`config.mk`:
```
export PLATFORM = sky130hd
export DESIGN_NAME = gpio_irq_ctrl
export DESIGN_NICKNAME = d
export VERILOG_FILES = /design/src/rtl/gpio_irq_ctrl.sv
export SDC_FILE = /design/constraint.sdc
export NUM_CORES = 1
export LEC_CHECK = 0
export ABC_AREA = 1
export CAP_MARGIN = 0
export CORE_UTILIZATION = 30
export DETAILED_ROUTE_END_ITERATION = 16
export GPL_TIMING_DRIVEN = 0
export PLACE_DENSITY = 0.58
export SETUP_SLACK_MARGIN = 0.02
export SLEW_MARGIN = 20
export SYNTH_ARGS = -nofsm -noshare
export SYNTH_HDL_FRONTEND = slang
export SYNTH_SLANG_ARGS = --single-unit
export TNS_END_PERCENT = 1
```
`constraint.sdc`:
```
create_clock -name clk_i -period 4.4 [get_ports clk_i]
set_input_delay 0.66 -clock clk_i [delete_from_list [all_inputs] [get_ports clk_i]]
set_output_delay 0.66 -clock clk_i [all_outputs]
set_load 0.005 [all_outputs]
```
`src/rtl/gpio_irq_ctrl.sv`:
```
// Per-pin debounce, edge detection and sticky status with a single level interrupt.
// The inputs are already synchronous to clk_i, so this block does no synchronisation.
module gpio_irq_ctrl #(
  parameter int WIDTH_PORT = 8,
  parameter int DB_CNT_W   = 16
) (
  input  logic                  clk_i,
  input  logic                  resetn_i,
  input  logic [WIDTH_PORT-1:0] gpi_sync_i,
  input  logic [DB_CNT_W-1:0]   db_limit_i,
  input  logic [WIDTH_PORT-1:0] rise_en_i,
  input  logic [WIDTH_PORT-1:0] fall_en_i,
  input  logic [WIDTH_PORT-1:0] irq_en_i,
  input  logic [WIDTH_PORT-1:0] clr_i,
  output logic [WIDTH_PORT-1:0] debounced_o,
  output logic [WIDTH_PORT-1:0] status_o,
  output logic                  irq_o
);

  logic [DB_CNT_W-1:0]   cnt_q [WIDTH_PORT];
  logic [DB_CNT_W-1:0]   cnt_d [WIDTH_PORT];
  logic [WIDTH_PORT-1:0] debounced_q, debounced_d;
  logic [WIDTH_PORT-1:0] status_q, status_d;
  logic [WIDTH_PORT-1:0] rise_evt, fall_evt;
  logic                  irq_q, irq_d;

  always_comb begin
    // NOTE: every signal written here gets a default first so no path leaves it unassigned (no latch).
    debounced_d = debounced_q;
    rise_evt    = '0;
    fall_evt    = '0;
    for (int i = 0; i < WIDTH_PORT; i++) begin
      cnt_d[i] = '0;
      if (gpi_sync_i[i] != debounced_q[i]) begin
        // >= lets a lowered threshold take effect on the next edge; the count cannot pass the limit.
        if (cnt_q[i] >= db_limit_i) begin
          debounced_d[i] = gpi_sync_i[i];
          rise_evt[i]    = gpi_sync_i[i];
          fall_evt[i]    = ~gpi_sync_i[i];
        end else begin
          cnt_d[i] = cnt_q[i] + DB_CNT_W'(1);
        end
      end
    end
    // Set terms are ORed after the clear, so a same-cycle set wins.
    status_d = (status_q & ~clr_i) | (rise_evt & rise_en_i) | (fall_evt & fall_en_i);
    irq_d    = |(status_d & irq_en_i);
  end

  // NOTE: sequential state uses non-blocking assignments so all registers update from pre-edge values.
  always_ff @(posedge clk_i or negedge resetn_i) begin
    if (!resetn_i) begin
      // NOTE: the counter array is reset too; a stale count would shorten the first debounce after reset.
      for (int i = 0; i < WIDTH_PORT; i++) cnt_q[i] <= '0;
      debounced_q <= '0;
      status_q    <= '0;
      irq_q       <= 1'b0;
    end else begin
      for (int i = 0; i < WIDTH_PORT; i++) cnt_q[i] <= cnt_d[i];
      debounced_q <= debounced_d;
      status_q    <= status_d;
      irq_q       <= irq_d;
    end
  end

  assign debounced_o = debounced_q;
  assign status_o    = status_q;
  assign irq_o       = irq_q;

endmodule
```
== Word-level counts from Yosys, hierarchy flattened ==
Cells that the tools add are included.

* $add $sub $neg: 8
* Order comparisons: 8
* Equal/unequal tests: 8
* Multiplexer cells: 48
* Bitwise logic cells: 15
* Reduce and logical (&&, ||, !) cells: 9

{| class="wikitable"
|+ Operators with widths
! cell !! number
|-
| $mux 16 || 16
|-
| $add 16x1->16 const B || 8
|-
| $ge 16x16->1 || 8
|-
| $and 8x8->8 || 4
|-
| $mux 1 || 32
|-
| $or 8x8->8 || 2
|-
| $reduce_and 2->1 || 8
|-
| $ne 1x1->1 || 8
|-
| $not 1->1 || 8
|-
| $not 8->8 || 1
|-
| $reduce_or 8->1 || 1
|}

* Register bits after elaboration: 145
* Input bits: 58
* Output and inout bits: 17
* Word-level logic and storage cells: 114

== Depth between registers and ports, before layout ==
* Word-level depth: 8
* Gate-level depth with buffers: 17

== Worst setup path before layout ==
OpenSTA, ideal clock, no wires.

* Path type: input to register
* From: input db_limit_i[3]
* To: register cnt_q[39] (netlist name)
* Arrival: 1.992 ns
* Data required time: 4.329 ns
* Setup slack: 2.337 ns
* Cell stages on the path: 11
* Buffers on the path: 1
* Cell sequence: inv_1 > ha_1 > nand2_1 > nor2_1 > and2_1 > nor2_1 > nand2_1 > nand2_1 > nand3_1 > buf_2 > nor2_1

{| class="wikitable"
|+ RTL lines
! item !! RTL line !! source
|-
| start, declared || 10 || <nowiki>input logic [DB_CNT_W-1:0] db_limit_i,</nowiki>
|-
| end, declared || 20 || <nowiki>logic [DB_CNT_W-1:0] cnt_q [WIDTH_PORT];</nowiki>
|}

== Worst setup path in the final report ==
* From: input db_limit_i[10]
* To: register irq_q, in the netlist irq_o

* Longest elaborated chain between the ends: 8

{| class="wikitable"
|+ Ends and longest elaborated chain
! item !! RTL line !! source
|-
| $ge 16x16->1 (*) || 36 || <nowiki>if (cnt_q[i] >= db_limit_i) begin</nowiki>
|-
| $mux 1 || 36 ||
|-
| $mux 1 || 34 || <nowiki>if (gpi_sync_i[i] != debounced_q[i]) begin</nowiki>
|-
| $and 8x8->8 || 46 || <nowiki>status_d = (status_q & ~clr_i) | (rise_evt & rise_en_i) | (fall_evt & fall_en_i);</nowiki>
|-
| $or 8x8->8 || 46 ||
|-
| $or 8x8->8 (*) || 46 ||
|-
| via status_d[7] || 23 || <nowiki>logic [WIDTH_PORT-1:0] status_q, status_d;</nowiki>
|-
| $and 8x8->8 (*) || 47 || <nowiki>irq_d = |(status_d & irq_en_i);</nowiki>
|-
| $reduce_or 8->1 (*) || 47 ||
|-
| via irq_d || 25 || <nowiki>logic irq_q, irq_d;</nowiki>
|-
| end signal, assigned || 62 || <nowiki>irq_q <= irq_d;</nowiki>
|-
| end, declared || 25 ||
|}

The timed path passes the listed nets; every way through them passes the cells marked *.
A chain may end at the register's enable or synchronous reset.

==> summary.txt <==
Setup path
  • WS Path Type: input port to flop
  • Buf/Inv on CP: 2
  • Type of origin of the critical path: input port
  • Max stage delay on crit path: 0.57 ns
  • CP Data Required Time: roughly 4.7 ns
  • Worst Setup End Kind: flop
  • Crit path max fanout: 8
  • Slowest CP cell: inv_1
  • Crit-path leading delay family: simple AND/OR/NAND/NOR gates
  • Worst EP arrival: approximately 3.3 ns
  • CP most frequent cell: nand2_1
  • Crit-path cells: clkdlybuf4s50_1 > inv_1 > ha_1 > nand2_1 > o21bai_1 > a21oi_1 > nor2_1 > nand2_1 > nand2_1 > nand2_1 > nand2_1 > nand2_1 > nor2_1 > nand2_1

Outcome
  • Status: finished, final reports clean

Drt
  • Initial DRC Count: 458
  • Detail Route Antenna Nets: 0
  • Via Count: roughly 8400
  • Routed WL: between 20000 and 30000 um
  • Wire length per cell: 13.6 um
  • DRT Pass-1 Iters: 5
  • DR DRC count: 0
  • Vias per Instance: between 4 and 5

CTS
  • Max Buffers Root-to-Sink: 2
  • Post-cts resize count: 0
  • Clock root cell: clkbuf_16
  • Clock Sinks: 145
  • Clock Latency Late Sink: around 0.42 ns
  • CTS HTree Levels: 4
  • Clock Pin Slew Worst Setup and Hold Paths: ~0.060 ns
  • CTS tree: built
  • CTS Hold Bufs: 0
  • CTS buffer count: 17
  • Post-CTS Setup Bufs: 0

Yosys
  • Number of distinct library cells after synthesis: 34
  • Register area share after synthesis: 0.355
  • Synth warnings: 0
  • Synthesized netlist cell count: roughly 1300
  • Flops & latches, synth: approximately 150
  • Post-Syn Area: slightly above 0.01 mm2
  • Mapped Avg Cell Area: ~8.0 um2
  • Net Count, Synth: ~1500

STA
  • Worst Skew: between 0.008 and 0.009 ns
  • Setup slack after layout: around 1.4 ns
  • Setup-failing EPs final: 0
  • Hold violation count in the final report: 0
  • Fin. max-slew vios: 0
  • Tcrit/Tclk final: 0.674
  • Slew of the pin with the lowest slew margin: 0.758 ns
  • Final hold slack: ~0.18 ns
  • RSZ-0062 raised after global routing: no
  • Slew headroom: 0.494
  • FMAX: about 340 MHz
  • Period minus WS final: about 3 ns

Power
  • Sequential group share of total power: 0.403
  • Max VDD drop: approximately 0.00026 V
  • Pwr dens: around 310 mW/mm2
  • Internal Power: between 0.002 and 0.003 W
  • Comb power frac: 0.204
  • Net Switching: 0.00116 W
  • Switching portion of total power: 0.303
  • Clock share of power: 0.393
  • P_leak: just over 6 nW
  • Pwr Total: between 0.003 and 0.004 W

Placement
  • RD Place Congestion: 0.811
  • Hpwl dp: between 15000 and 20000 um
  • Place WS: 1.01 ns
  • Port Buffers: 74
  • Dpl cells: ~1800

Die
  • Die Ht: approximately 190 um
  • Die ar.: approximately 0.035 mm2
  • Core Rows: 67
  • Top Ports: 75
  • Starting Density: 0.305
  • Die Span X: 187 um
  • Core area: between 0.03 and 0.04 mm2

Min path
  • Worst Hold Class: input port to asynchronous set/reset pin

Cells and area
  • Ant diodes: 0
  • Final Core Density: 0.363
  • Layout Nets: around 1600
  • Fraction of layout cells with a size suffix above 1: 0.0770
  • Area growth syn-to-layout: 18.9%
  • Final Non-Filler Cells: ~1800

Global routing
  • Vias in the first global route: 8268
  • Largest net degree at the start of global routing: between 70 and 80
  • Initial antenna violation count: 0
  • Tot GR Track Use: 0.151
  • Grt total ovfl: 0
  • First-pass GRT wire length: 41700 um

Flow run
  • Total of max-cap violations: 0
kinds of logic (layout without fill, tap and decap cells):
group / Yosys count / count (layout) / share of synthesized area
adder cells (fa/ha/maj): 136 / 136 / 0.166
AO/OA/AOI/OAI: 99 / 99 / 0.0512
flip-flops: 145 / 145 / 0.355
XOR/XNOR: 79 / 79 / 0.0676
buffers and inverters: 168 / 273 / 0.0626
AND/OR/NAND/NOR: 658 / 658 / 0.298
state kept, by name, indices dropped and copies added (netlist names):
| register | count |
|---|---|
| irq_o | 1 |
| cnt_q | 128 |
| status_o | 8 |
| debounced_o | 8 |
worst paths after layout:
path / cells past startpoint / to / startpoint / slack (ns)
max: 14 / irq_o / db_limit_i[10] / 1.44
max in group asynchronous: 2 / cnt_q[4] / resetn_i / 3.42
min in group clk_i: 1 / cnt_q[64] / cnt_q[64] / 0.48
max reg2reg: 11 / irq_o / cnt_q[31] / 2.24
min reg2reg: 1 / cnt_q[64] / cnt_q[64] / 0.48
min: 1 / cnt_q[57] / resetn_i / 0.18
power groups by stage:
stage / clock [W] / combinational (W) / sequential [W]
floorplan: 0 / 0.000495 / 0.00154
global placement: 0 / 0.000758 / 0.00157
detailed placement: 0 / 0.000785 / 0.00157
CTS: 0.00154 / 0.000794 / 0.00154
global route: 0.00159 / 0.000912 / 0.00156
finish: 0.00150 / 0.000780 / 0.00154
through the flow:
| step | instance area (um2) | setup TNS (ns) |
|---|---|---|
| 6_report | 12200 | 0 |
| 5_1_grt | 12200 | 0 |
| 4_1_cts | 12200 | 0 |
| 3_5_place_dp | 11600 | 0 |
| 3_3_place_gp | 11500 | -508.64 |
| 2_1_floorplan | 10200 | 0 |
per-layer routing:
metal | global-route usage | routed length, um
met1 | 0.208 | 12600
met2 | 0.245 | 11400
met3 | 0.0207 | 694
met4 | 0.0438 | 393
met5 | 0 | 0
cell usage in the layout, fill, tap and decap left out, types with 2 or more instances in the layout:
master / instances
nand2_2: 7
nand3_2: 10
buf_2: 8
and2_1: 7
nor3_1: 29
o21a_1: 2
nor2_4: 5
clkbuf_16: 17
bufinv_16: 3
clkinv_4: 2
nand3_1: 50
o21ai_0: 21
nor3_2: 3
clkbuf_8: 3
nand2_1: 298
nor3_4: 3
inv_2: 8
xor2_1: 58
nand4_1: 22
inv_1: 152
o21bai_1: 4
nor4_4: 3
a31oi_1: 2
ha_1: 136
clkdlybuf4s50_1: 73
nor4_1: 11
a21oi_1: 64
nor3b_1: 15
a31o_2: 2
clkinv_2: 4
nor2_1: 169
xnor2_1: 21
nor2_2: 22
o21ai_1: 3
dfrtp_1: 145
final cells by class:
cell class / count / area (um2)
plain buffers: 8 / 40.0
clock buffers: 20 / 467
clock inverters: 10 / 135
fillers: 3522 / 21400
inverters: 160 / 601
multi-input cells: 972 / 5960
flip-flops and latches: 145 / 3630
well taps: 448 / 561
repair buffers: 75 / 773
cell usage after synthesis, drive strengths merged:
library cell / number / area [um2]
buf: 8 / 40.0
nand3: 60 / 350
a31oi: 2 / 12.5
xnor2: 21 / 184
dfrtp: 145 / 3630
a21oi: 64 / 320
nor4: 15 / 145
nor3b: 15 / 113
a31o: 2 / 17.5
nor3: 35 / 224
o21ai: 24 / 120
ha: 136 / 1700
xor2: 58 / 508
nand2: 305 / 1160
and2: 7 / 43.8
o21a: 2 / 15.0
nand3b: 1 / 20.0
inv: 160 / 601
nand4: 23 / 150
nor2: 196 / 828
or2: 1 / 8.76
a311oi: 1 / 8.76
o21bai: 4 / 30.0
(Power assumes the default switching activity.)
